===== src/rtl/led_pattern_pkg.sv =====
// led_pattern_pkg
// Shared definitions for the LED pattern engine.
//   - MODE_* : 2-bit pattern mode encodings (shift, flash, bounce, count)
//   - bounce_dir_t : travel direction of the bounce pattern
//   - init_lsb() : the pattern each mode starts from when it is entered
package led_pattern_pkg;

    localparam logic [1:0] MODE_SHIFT  = 2'b00;
    localparam logic [1:0] MODE_FLASH  = 2'b01;
    localparam logic [1:0] MODE_BOUNCE = 2'b10;
    localparam logic [1:0] MODE_COUNT  = 2'b11;

    typedef enum logic {
        DIR_UP   = 1'b0,
        DIR_DOWN = 1'b1
    } bounce_dir_t;

    // Every mode starts from a pattern that is zero above bit 0, so the
    // whole init pattern is described by its bit 0: shift and bounce start
    // with a single lit LED, flash and count start dark.
    function automatic logic init_lsb(input logic [1:0] mode);
        return (mode == MODE_SHIFT) || (mode == MODE_BOUNCE);
    endfunction

endpackage


===== src/rtl/led_pattern_gen_if.sv =====
// led_pattern_gen_if
// Bundles the selection-side controls and the LED-side results of the
// pattern engine.
//   master : drives i_enable, i_speed, i_mode, i_reverse, i_color_btn;
//            observes o_tick, o_pattern, o_color, o_led
//   slave  : the pattern engine itself (mirror directions)
// Parameters: NB_LEDS (LEDs per colour), N_COLORS (colour channels),
//             NB_SPEED (speed select width)
interface led_pattern_gen_if #(
    parameter int NB_LEDS  = 4,
    parameter int N_COLORS = 3,
    parameter int NB_SPEED = 3
);
    localparam int NB_CIDX = (N_COLORS > 1) ? $clog2(N_COLORS) : 1;

    logic                         i_enable;
    logic [NB_SPEED-1:0]          i_speed;
    logic [1:0]                   i_mode;
    logic                         i_reverse;
    logic [N_COLORS-1:0]          i_color_btn;
    logic                         o_tick;
    logic [NB_LEDS-1:0]           o_pattern;
    logic [NB_CIDX-1:0]           o_color;
    logic [N_COLORS*NB_LEDS-1:0]  o_led;

    modport master (
        output i_enable, i_speed, i_mode, i_reverse, i_color_btn,
        input  o_tick, o_pattern, o_color, o_led
    );

    modport slave (
        input  i_enable, i_speed, i_mode, i_reverse, i_color_btn,
        output o_tick, o_pattern, o_color, o_led
    );

endinterface


===== src/rtl/led_tick_gen.sv =====
// led_tick_gen
// Prescaler for the pattern engine. Counts enabled cycles and raises o_tick
// for one cycle whenever the count reaches BASE_LIMIT >> i_speed.
//   clock    : rising-edge clock
//   i_reset  : synchronous, active-high reset (count to 0)
//   i_enable : counting allowed; when low the count holds and no tick occurs
//   i_speed  : right-shift applied to BASE_LIMIT to form the terminal count
//   o_tick   : combinational step pulse from the registered count
module led_tick_gen #(
    parameter int                    NB_COUNTER = 32,
    parameter logic [NB_COUNTER-1:0] BASE_LIMIT = NB_COUNTER'(32'd99_999_999),
    parameter int                    NB_SPEED   = 3
) (
    input  logic                clock,
    input  logic                i_reset,
    input  logic                i_enable,
    input  logic [NB_SPEED-1:0] i_speed,
    output logic                o_tick
);

    logic [NB_COUNTER-1:0] cnt;
    logic [NB_COUNTER-1:0] limit;

    // Comparing with >= rather than == means that lowering the limit while
    // the count is already past it produces a tick on the next enabled cycle
    // instead of waiting for the counter to wrap.
    assign limit  = BASE_LIMIT >> i_speed;
    assign o_tick = i_enable && (cnt >= limit);

    // Counter clears on a tick, advances on other enabled cycles and holds
    // while disabled, so resuming continues where it stopped.
    always_ff @(posedge clock) begin
        if (i_reset) begin
            cnt <= '0;
        end else if (o_tick) begin
            cnt <= '0;
        end else if (i_enable) begin
            cnt <= cnt + NB_COUNTER'(1);
        end
    end

endmodule


===== src/rtl/led_pattern_gen.sv =====
// led_pattern_gen
// Parametrised LED pattern engine: a prescaler steps one of four patterns
// (shift, flash, bounce, binary count) across NB_LEDS LEDs, and the result
// is steered to the colour channel picked by one-hot buttons.
//   clock   : rising-edge clock
//   i_reset : synchronous, active-high reset
//   bus     : led_pattern_gen_if.slave
//             i_enable, i_speed, i_mode, i_reverse, i_color_btn in
//             o_tick, o_pattern, o_color, o_led out
// Build option: define LED_PATTERN_GEN_BOUNCE_EN to include bounce mode.
// Without it mode 10 is treated as shift (no reload between 00 and 10).
module led_pattern_gen
    import led_pattern_pkg::*;
#(
    parameter int                    NB_LEDS    = 4,
    parameter int                    N_COLORS   = 3,
    parameter int                    NB_COUNTER = 32,
    parameter logic [NB_COUNTER-1:0] BASE_LIMIT = NB_COUNTER'(32'd99_999_999),
    parameter int                    NB_SPEED   = 3
) (
    input  logic               clock,
    input  logic               i_reset,
    led_pattern_gen_if.slave   bus
);

    localparam int                 NB_CIDX       = (N_COLORS > 1) ? $clog2(N_COLORS) : 1;
    localparam logic [NB_LEDS-1:0] PATTERN_RESET = NB_LEDS'(1);

    logic                        tick;
    logic [1:0]                  mode_eff;
    logic [1:0]                  mode_q;
    logic [1:0]                  mode_d;
    logic [NB_LEDS-1:0]          pattern_q;
    logic [NB_LEDS-1:0]          pattern_d;
    logic [NB_LEDS-1:0]          rot_left;
    logic [NB_LEDS-1:0]          rot_right;
    logic [NB_CIDX-1:0]          color_q;
    logic [NB_CIDX-1:0]          color_d;
    logic [N_COLORS*NB_LEDS-1:0] led;
`ifdef LED_PATTERN_GEN_BOUNCE_EN
    bounce_dir_t                 dir_q;
    bounce_dir_t                 dir_d;
`endif

    led_tick_gen #(
        .NB_COUNTER (NB_COUNTER),
        .BASE_LIMIT (BASE_LIMIT),
        .NB_SPEED   (NB_SPEED)
    ) u_tick_gen (
        .clock    (clock),
        .i_reset  (i_reset),
        .i_enable (bus.i_enable),
        .i_speed  (bus.i_speed),
        .o_tick   (tick)
    );

    // Without the bounce feature, mode 10 is folded onto shift before it is
    // compared against the registered mode, so 00 <-> 10 never reloads.
`ifdef LED_PATTERN_GEN_BOUNCE_EN
    assign mode_eff = bus.i_mode;
`else
    assign mode_eff = (bus.i_mode == MODE_BOUNCE) ? MODE_SHIFT : bus.i_mode;
`endif

    // Rotations by one place. A single-LED pattern rotates onto itself, which
    // also keeps bounce parked at 1 for NB_LEDS = 1.
    generate
        if (NB_LEDS == 1) begin : g_single_led
            assign rot_left  = pattern_q;
            assign rot_right = pattern_q;
        end else begin : g_multi_led
            assign rot_left  = {pattern_q[NB_LEDS-2:0], pattern_q[NB_LEDS-1]};
            assign rot_right = {pattern_q[0], pattern_q[NB_LEDS-1:1]};
        end
    endgenerate

    // State register: mode, pattern, bounce direction and colour index.
    // Reset wins over every other input on the same edge.
    always_ff @(posedge clock) begin
        if (i_reset) begin
            mode_q    <= MODE_SHIFT;
            pattern_q <= PATTERN_RESET;
            color_q   <= '0;
`ifdef LED_PATTERN_GEN_BOUNCE_EN
            dir_q     <= DIR_UP;
`endif
        end else begin
            mode_q    <= mode_d;
            pattern_q <= pattern_d;
            color_q   <= color_d;
`ifdef LED_PATTERN_GEN_BOUNCE_EN
            dir_q     <= dir_d;
`endif
        end
    end

    // Next-state logic. On a tick a mode change only loads the new mode's
    // starting pattern; the first real step happens on the following tick.
    // Bounce uses single-bit rotations: up moves toward the MSB, and the tick
    // that finds the bit already at an end reverses direction and moves away.
    // Colour selection runs every cycle regardless of tick or enable and
    // ignores anything other than exactly one pressed button.
    always_comb begin
        mode_d    = mode_q;
        pattern_d = pattern_q;
        color_d   = color_q;
`ifdef LED_PATTERN_GEN_BOUNCE_EN
        dir_d     = dir_q;
`endif
        if (tick) begin
            if (mode_eff != mode_q) begin
                mode_d       = mode_eff;
                pattern_d    = '0;
                pattern_d[0] = init_lsb(mode_eff);
`ifdef LED_PATTERN_GEN_BOUNCE_EN
                dir_d        = DIR_UP;
`endif
            end else begin
                case (mode_q)
                    MODE_SHIFT: pattern_d = bus.i_reverse ? rot_right : rot_left;
                    MODE_FLASH: pattern_d = ~pattern_q;
`ifdef LED_PATTERN_GEN_BOUNCE_EN
                    MODE_BOUNCE: begin
                        if (dir_q == DIR_UP) begin
                            if (pattern_q[NB_LEDS-1]) begin
                                dir_d     = DIR_DOWN;
                                pattern_d = rot_right;
                            end else begin
                                pattern_d = rot_left;
                            end
                        end else begin
                            if (pattern_q[0]) begin
                                dir_d     = DIR_UP;
                                pattern_d = rot_left;
                            end else begin
                                pattern_d = rot_right;
                            end
                        end
                    end
`endif
                    MODE_COUNT: pattern_d = bus.i_reverse ? (pattern_q - NB_LEDS'(1))
                                                          : (pattern_q + NB_LEDS'(1));
                    default:    pattern_d = pattern_q;
                endcase
            end
        end
        if ($onehot(bus.i_color_btn)) begin
            for (int c = 0; c < N_COLORS; c++) begin
                if (bus.i_color_btn[c]) begin
                    color_d = NB_CIDX'(c);
                end
            end
        end
    end

    // Output steering: only the selected colour slice carries the pattern,
    // all other slices stay dark. Everything here comes from registers.
    always_comb begin
        led = '0;
        for (int c = 0; c < N_COLORS; c++) begin
            if (color_q == NB_CIDX'(c)) begin
                led[c*NB_LEDS +: NB_LEDS] = pattern_q;
            end
        end
    end

    assign bus.o_tick    = tick;
    assign bus.o_pattern = pattern_q;
    assign bus.o_color   = color_q;
    assign bus.o_led     = led;

endmodule


===== src/flat_wrapper.sv =====
// flat-port wrapper written by rule: the top's interface ports become plain ports
module led_pattern_gen_flat import led_pattern_pkg::*;
#(
    parameter int                    NB_LEDS    = 4,
    parameter int                    N_COLORS   = 3,
    parameter int                    NB_COUNTER = 32,
    parameter logic [NB_COUNTER-1:0] BASE_LIMIT = NB_COUNTER'(32'd99_999_999),
    parameter int                    NB_SPEED   = 3
)
  (clock, i_reset, bus_i_enable, bus_i_speed, bus_i_mode, bus_i_reverse, bus_i_color_btn, bus_o_tick, bus_o_pattern, bus_o_color, bus_o_led);
  led_pattern_gen_if #(.NB_LEDS(NB_LEDS), .N_COLORS(N_COLORS), .NB_SPEED(NB_SPEED)) bus_i ();
  input  logic clock;
  input  logic i_reset;
  input wire logic [$bits(bus_i.i_enable)-1:0] bus_i_enable;
  input wire logic [$bits(bus_i.i_speed)-1:0] bus_i_speed;
  input wire logic [$bits(bus_i.i_mode)-1:0] bus_i_mode;
  input wire logic [$bits(bus_i.i_reverse)-1:0] bus_i_reverse;
  input wire logic [$bits(bus_i.i_color_btn)-1:0] bus_i_color_btn;
  output wire logic [$bits(bus_i.o_tick)-1:0] bus_o_tick;
  output wire logic [$bits(bus_i.o_pattern)-1:0] bus_o_pattern;
  output wire logic [$bits(bus_i.o_color)-1:0] bus_o_color;
  output wire logic [$bits(bus_i.o_led)-1:0] bus_o_led;
  assign bus_i.i_enable = bus_i_enable;
  assign bus_i.i_speed = bus_i_speed;
  assign bus_i.i_mode = bus_i_mode;
  assign bus_i.i_reverse = bus_i_reverse;
  assign bus_i.i_color_btn = bus_i_color_btn;
  assign bus_o_tick = bus_i.o_tick;
  assign bus_o_pattern = bus_i.o_pattern;
  assign bus_o_color = bus_i.o_color;
  assign bus_o_led = bus_i.o_led;
  led_pattern_gen #(.NB_LEDS(NB_LEDS), .N_COLORS(N_COLORS), .NB_COUNTER(NB_COUNTER), .BASE_LIMIT(BASE_LIMIT), .NB_SPEED(NB_SPEED)) u_core (.clock(clock), .i_reset(i_reset), .bus(bus_i));
endmodule

===== config.mk =====
export PLATFORM = sky130hd
export DESIGN_NAME = led_pattern_gen_flat
export DESIGN_NICKNAME = d
export VERILOG_FILES = /design/src/rtl/led_pattern_pkg.sv /design/src/rtl/led_pattern_gen_if.sv /design/src/rtl/led_tick_gen.sv /design/src/rtl/led_pattern_gen.sv /design/src/flat_wrapper.sv
export SDC_FILE = /design/constraint.sdc
export NUM_CORES = 1
export LEC_CHECK = 0
export ABC_AREA = 1
export BUFFER_PORTS_ARGS = -buffer_cell sky130_fd_sc_hd__buf_4
export CORE_ASPECT_RATIO = 0.5
export CORE_UTILIZATION = 50
export DETAILED_ROUTE_END_ITERATION = 8
export PLACE_DENSITY = 0.7
export SETUP_SLACK_MARGIN = 0.1
export SLEW_MARGIN = 30
export SYNTH_ARGS = -nofsm -noshare
export SYNTH_HDL_FRONTEND = slang
export SYNTH_SLANG_ARGS = --single-unit

===== constraint.sdc =====
create_clock -name clock -period 2.8 [get_ports clock]
set_input_delay 0.14 -clock clock [delete_from_list [all_inputs] [get_ports clock]]
set_output_delay 0.14 -clock clock [all_outputs]
set_load 0.01 [all_outputs]

==> metrics.yaml <==
status: "finished, final reports clean"
antenna_found_initial: 0
postRouteAntennaNets: 0
synth_compound_area_share_pct: 8.48
maxCapViolCount: 0
clock_sinks: 40
cts_hold_buf: 0
synthArstFlopShare_pct: 0
grt-ovfl-total: 0
reg2reg_slack_ps: 630
drive_gt1_share_pct: 11.8
dp_cells: 548
syn_area_per_cell_sq_um: 6.80
synth-main-ff-cell: "dfxtp_1"
die_h_um: 57.3
synth-edff-count: 0
hold_path_class: "input pin to flop"
die_area_sq_um: 6450
power_leakage_nw: 1.61
fillers: 527
start_kind: "input pin"
power_w: 0.00137
finalCriticalPeriod_ps: 2460
syn_inst: 449
vias_per_cell: 5.26
synth_area_sq_um: 3060
crit_path_start: "bus_i_speed[2]"
synth_top_family_by_area: "simple AND/OR/NAND/NOR gates"
slew_headroom_pct: 70.1
wirelength_um: 7140
post_cts_buffers: 0
finClkSkew_ps: 2.28
setup_viol: 0
cts-buffers-inserted: 5
yosys-top-cells-count: "91 x nand2_1, 89 x nor2_1, 57 x inv_1, 40 x dfxtp_1, 29 x ha_1"
endpoint: "bus_o_tick"
io_buffers: 30
pre_cts_slack_ps: 276
drc: 0
clkLatencyLatePin_ps: 290
multiInputGateArea_sq_um: 2000
worstPathArrival_ps: 2320
fin_cells: 556
drt-initial-drc-count: 165
fmax_ghz: 0.406
fin_area_sq_um: 3490
register_area_sq_um: 801
root_buffer: "clkbuf_16"
cts_tree: "done"
synth.distinct_cells: 33
path_max_fanout: 7
grt_first_pass_wirelength_um: 12000
areaGrowthSynthToFinish_pct: 14.4
grt_pass1_vias: 2497
synth_seq_cells: 40
r2r_cells: 10
rsz0062_at_grt: "false"
synthMuxAreaShare_pct: 0
place_congestion: 0.857
core_sq_um: 5680
r2r-end: "u_core.bus.o_pattern[3]$_SDFFE_PP0P_"
fin_setup_tns_ps: 0
ioPinCount: 31
synth_warnings: 0
firstDrtPassIters: 4
grt_start_max_net_pins: 35
synthSimpleGateAreaFrac_pct: 36.0
synth-xor-area-share_pct: 7.74
drv_slew: 0
critPathKind: "input pin to primary output"
grt_use_total_pct: 23.9
postPlaceCellArea_sq_um: 3330
drt-wirelength-per-cell_um: 12.8
powerDensity_nw_per_um2: 392
dpl.hpwl_um: 5590
ys_seq_area_share_pct: 26.2
synth.most_common_cell: "nand2_1"
fin_ws_ps: 337
clkTransAtPathRegs_ps: 60
worst_pin_slew_ps: 448
critPathCaptureType: "primary output"
initial_core_util_pct: 53.8
antenna_cells: 0
synth_top_area_share_pct: 26.2
num_vias: 2927
fin_crit_sh_pct: 88.0
cts_buffer_depth: 2
ctsResizeCount: 0
max-vdd-ir-drop_mv: 0.263
yosysTopAreaCell: "dfxtp_1"
chipWidth_um: 113
synthTopCellsByArea: "dfxtp_1 26%, ha_1 12%, nand2_1 11%"
rr_startpoint: "u_core.u_tick_gen.cnt[23]$_SDFFE_PP0P_"
hold_violations: 0
synthAdderAreaFrac_pct: 13.2
htreeDepth: 2
rows: 19
nNetsFinal: 525
cp.required_ps: 2660
syn_nets: 492
[cells by family after synthesis]
logic type                 after synthesis
AOI/OAI and AO/OA                       42
xor gates and xnor gates                27
adders and majority gates               31
buffers and inverters                   61
DFF                                     40
and+or+nand+nor                        248
[state kept, by name, summed over array words and instances (netlist names)]
name,flops
u_core.bus.o_color,2
u_core.bus.o_pattern,4
u_core.mode_q,2
u_core.u_tick_gen.cnt,32
[area by class of cell]
cell class              instances  share of cell area [%]
well taps                      73                    2.61
flip-flops and latches         40                    22.9
repair buffers                 30                    6.44
clock buffers                   6                    3.69
inverters                      57                    6.12
clock inverters                 2                    1.00
multi-input cells             348                    57.2
[critical path: stages]
cell,delay [ps]
buf_4,140
nor2_1,350
nor2_1,110
ha_1,310
nand2_1,70
nor2_1,140
nand4_1,120
nor3_1,230
nand2_1,130
a21oi_1,390
buf_4,210
[worst min path at each step]
stage / start / end / slack (ps) / depth (start not counted)
floorplan: i_reset / u_core.bus.o_color[0]$_SDFFE_PP0P_ / 210 / 1
finish: i_reset / u_core.bus.o_color[1]$_SDFFE_PP0P_ / 40 / 2
global placement: i_reset / u_core.bus.o_color[0]$_SDFFE_PP0P_ / 340 / 2
detailed placement: i_reset / u_core.bus.o_color[1]$_SDFFE_PP0P_ / 340 / 2
CTS: i_reset / u_core.bus.o_color[1]$_SDFFE_PP0P_ / 40 / 2
global route: i_reset / u_core.bus.o_color[1]$_SDFFE_PP0P_ / 40 / 2
[placed cells by master (no fill, tap or decap), types with 2 or more instances in the layout]
cell type / n
a211oi_1: 2
a21o_1: 2
a21oi_1: 17
a21oi_2: 6
buf_4: 30
clkbuf_16: 5
dfxtp_1: 40
fa_1: 2
ha_1: 29
inv_1: 57
nand2_1: 91
nand2_2: 5
nand2_4: 2
nand3_1: 24
nand4_1: 14
nor2_1: 89
nor3_1: 10
nor3_2: 3
nor4_1: 3
o211ai_1: 2
o21ai_0: 8
o31ai_1: 2
or2_1: 2
xnor2_1: 8
xor2_1: 19
[power breakdown]
group | total (W) | internal [W] | switching [W]
Clock | 0.000654 | 0.000419 | 0.000235
Combinational | 0.000136 | 0.0000515 | 0.0000845
Sequential | 0.000580 | 0.000574 | 0.00000631
Total | 0.00137 | 0.00104 | 0.000326
[metal layers]
layer,routed length (um),GRT usage (%),vias to the layer above,part of all wire [%]
li1,-,-,1525,-
met1,3690,34.8,1299,52
met2,2890,36.2,95,41
met3,471,4.89,8,6.6
met4,81,6.29,0,1.1
met5,0,0,-,0
[through the flow]
| stage | hold WS (ps) | utilization, % |
|---|---|---|
| 5_1_grt | 43.8 | 61.5 |
| 3_3_place_gp | 343 | 58.6 |
| 2_1_floorplan | 209 | - |
| 4_1_cts | 38.2 | 61.5 |
| 3_5_place_dp | 341 | 58.6 |
| 6_report | 41.1 | 61.5 |
Power figures use the tool's default switching activity.
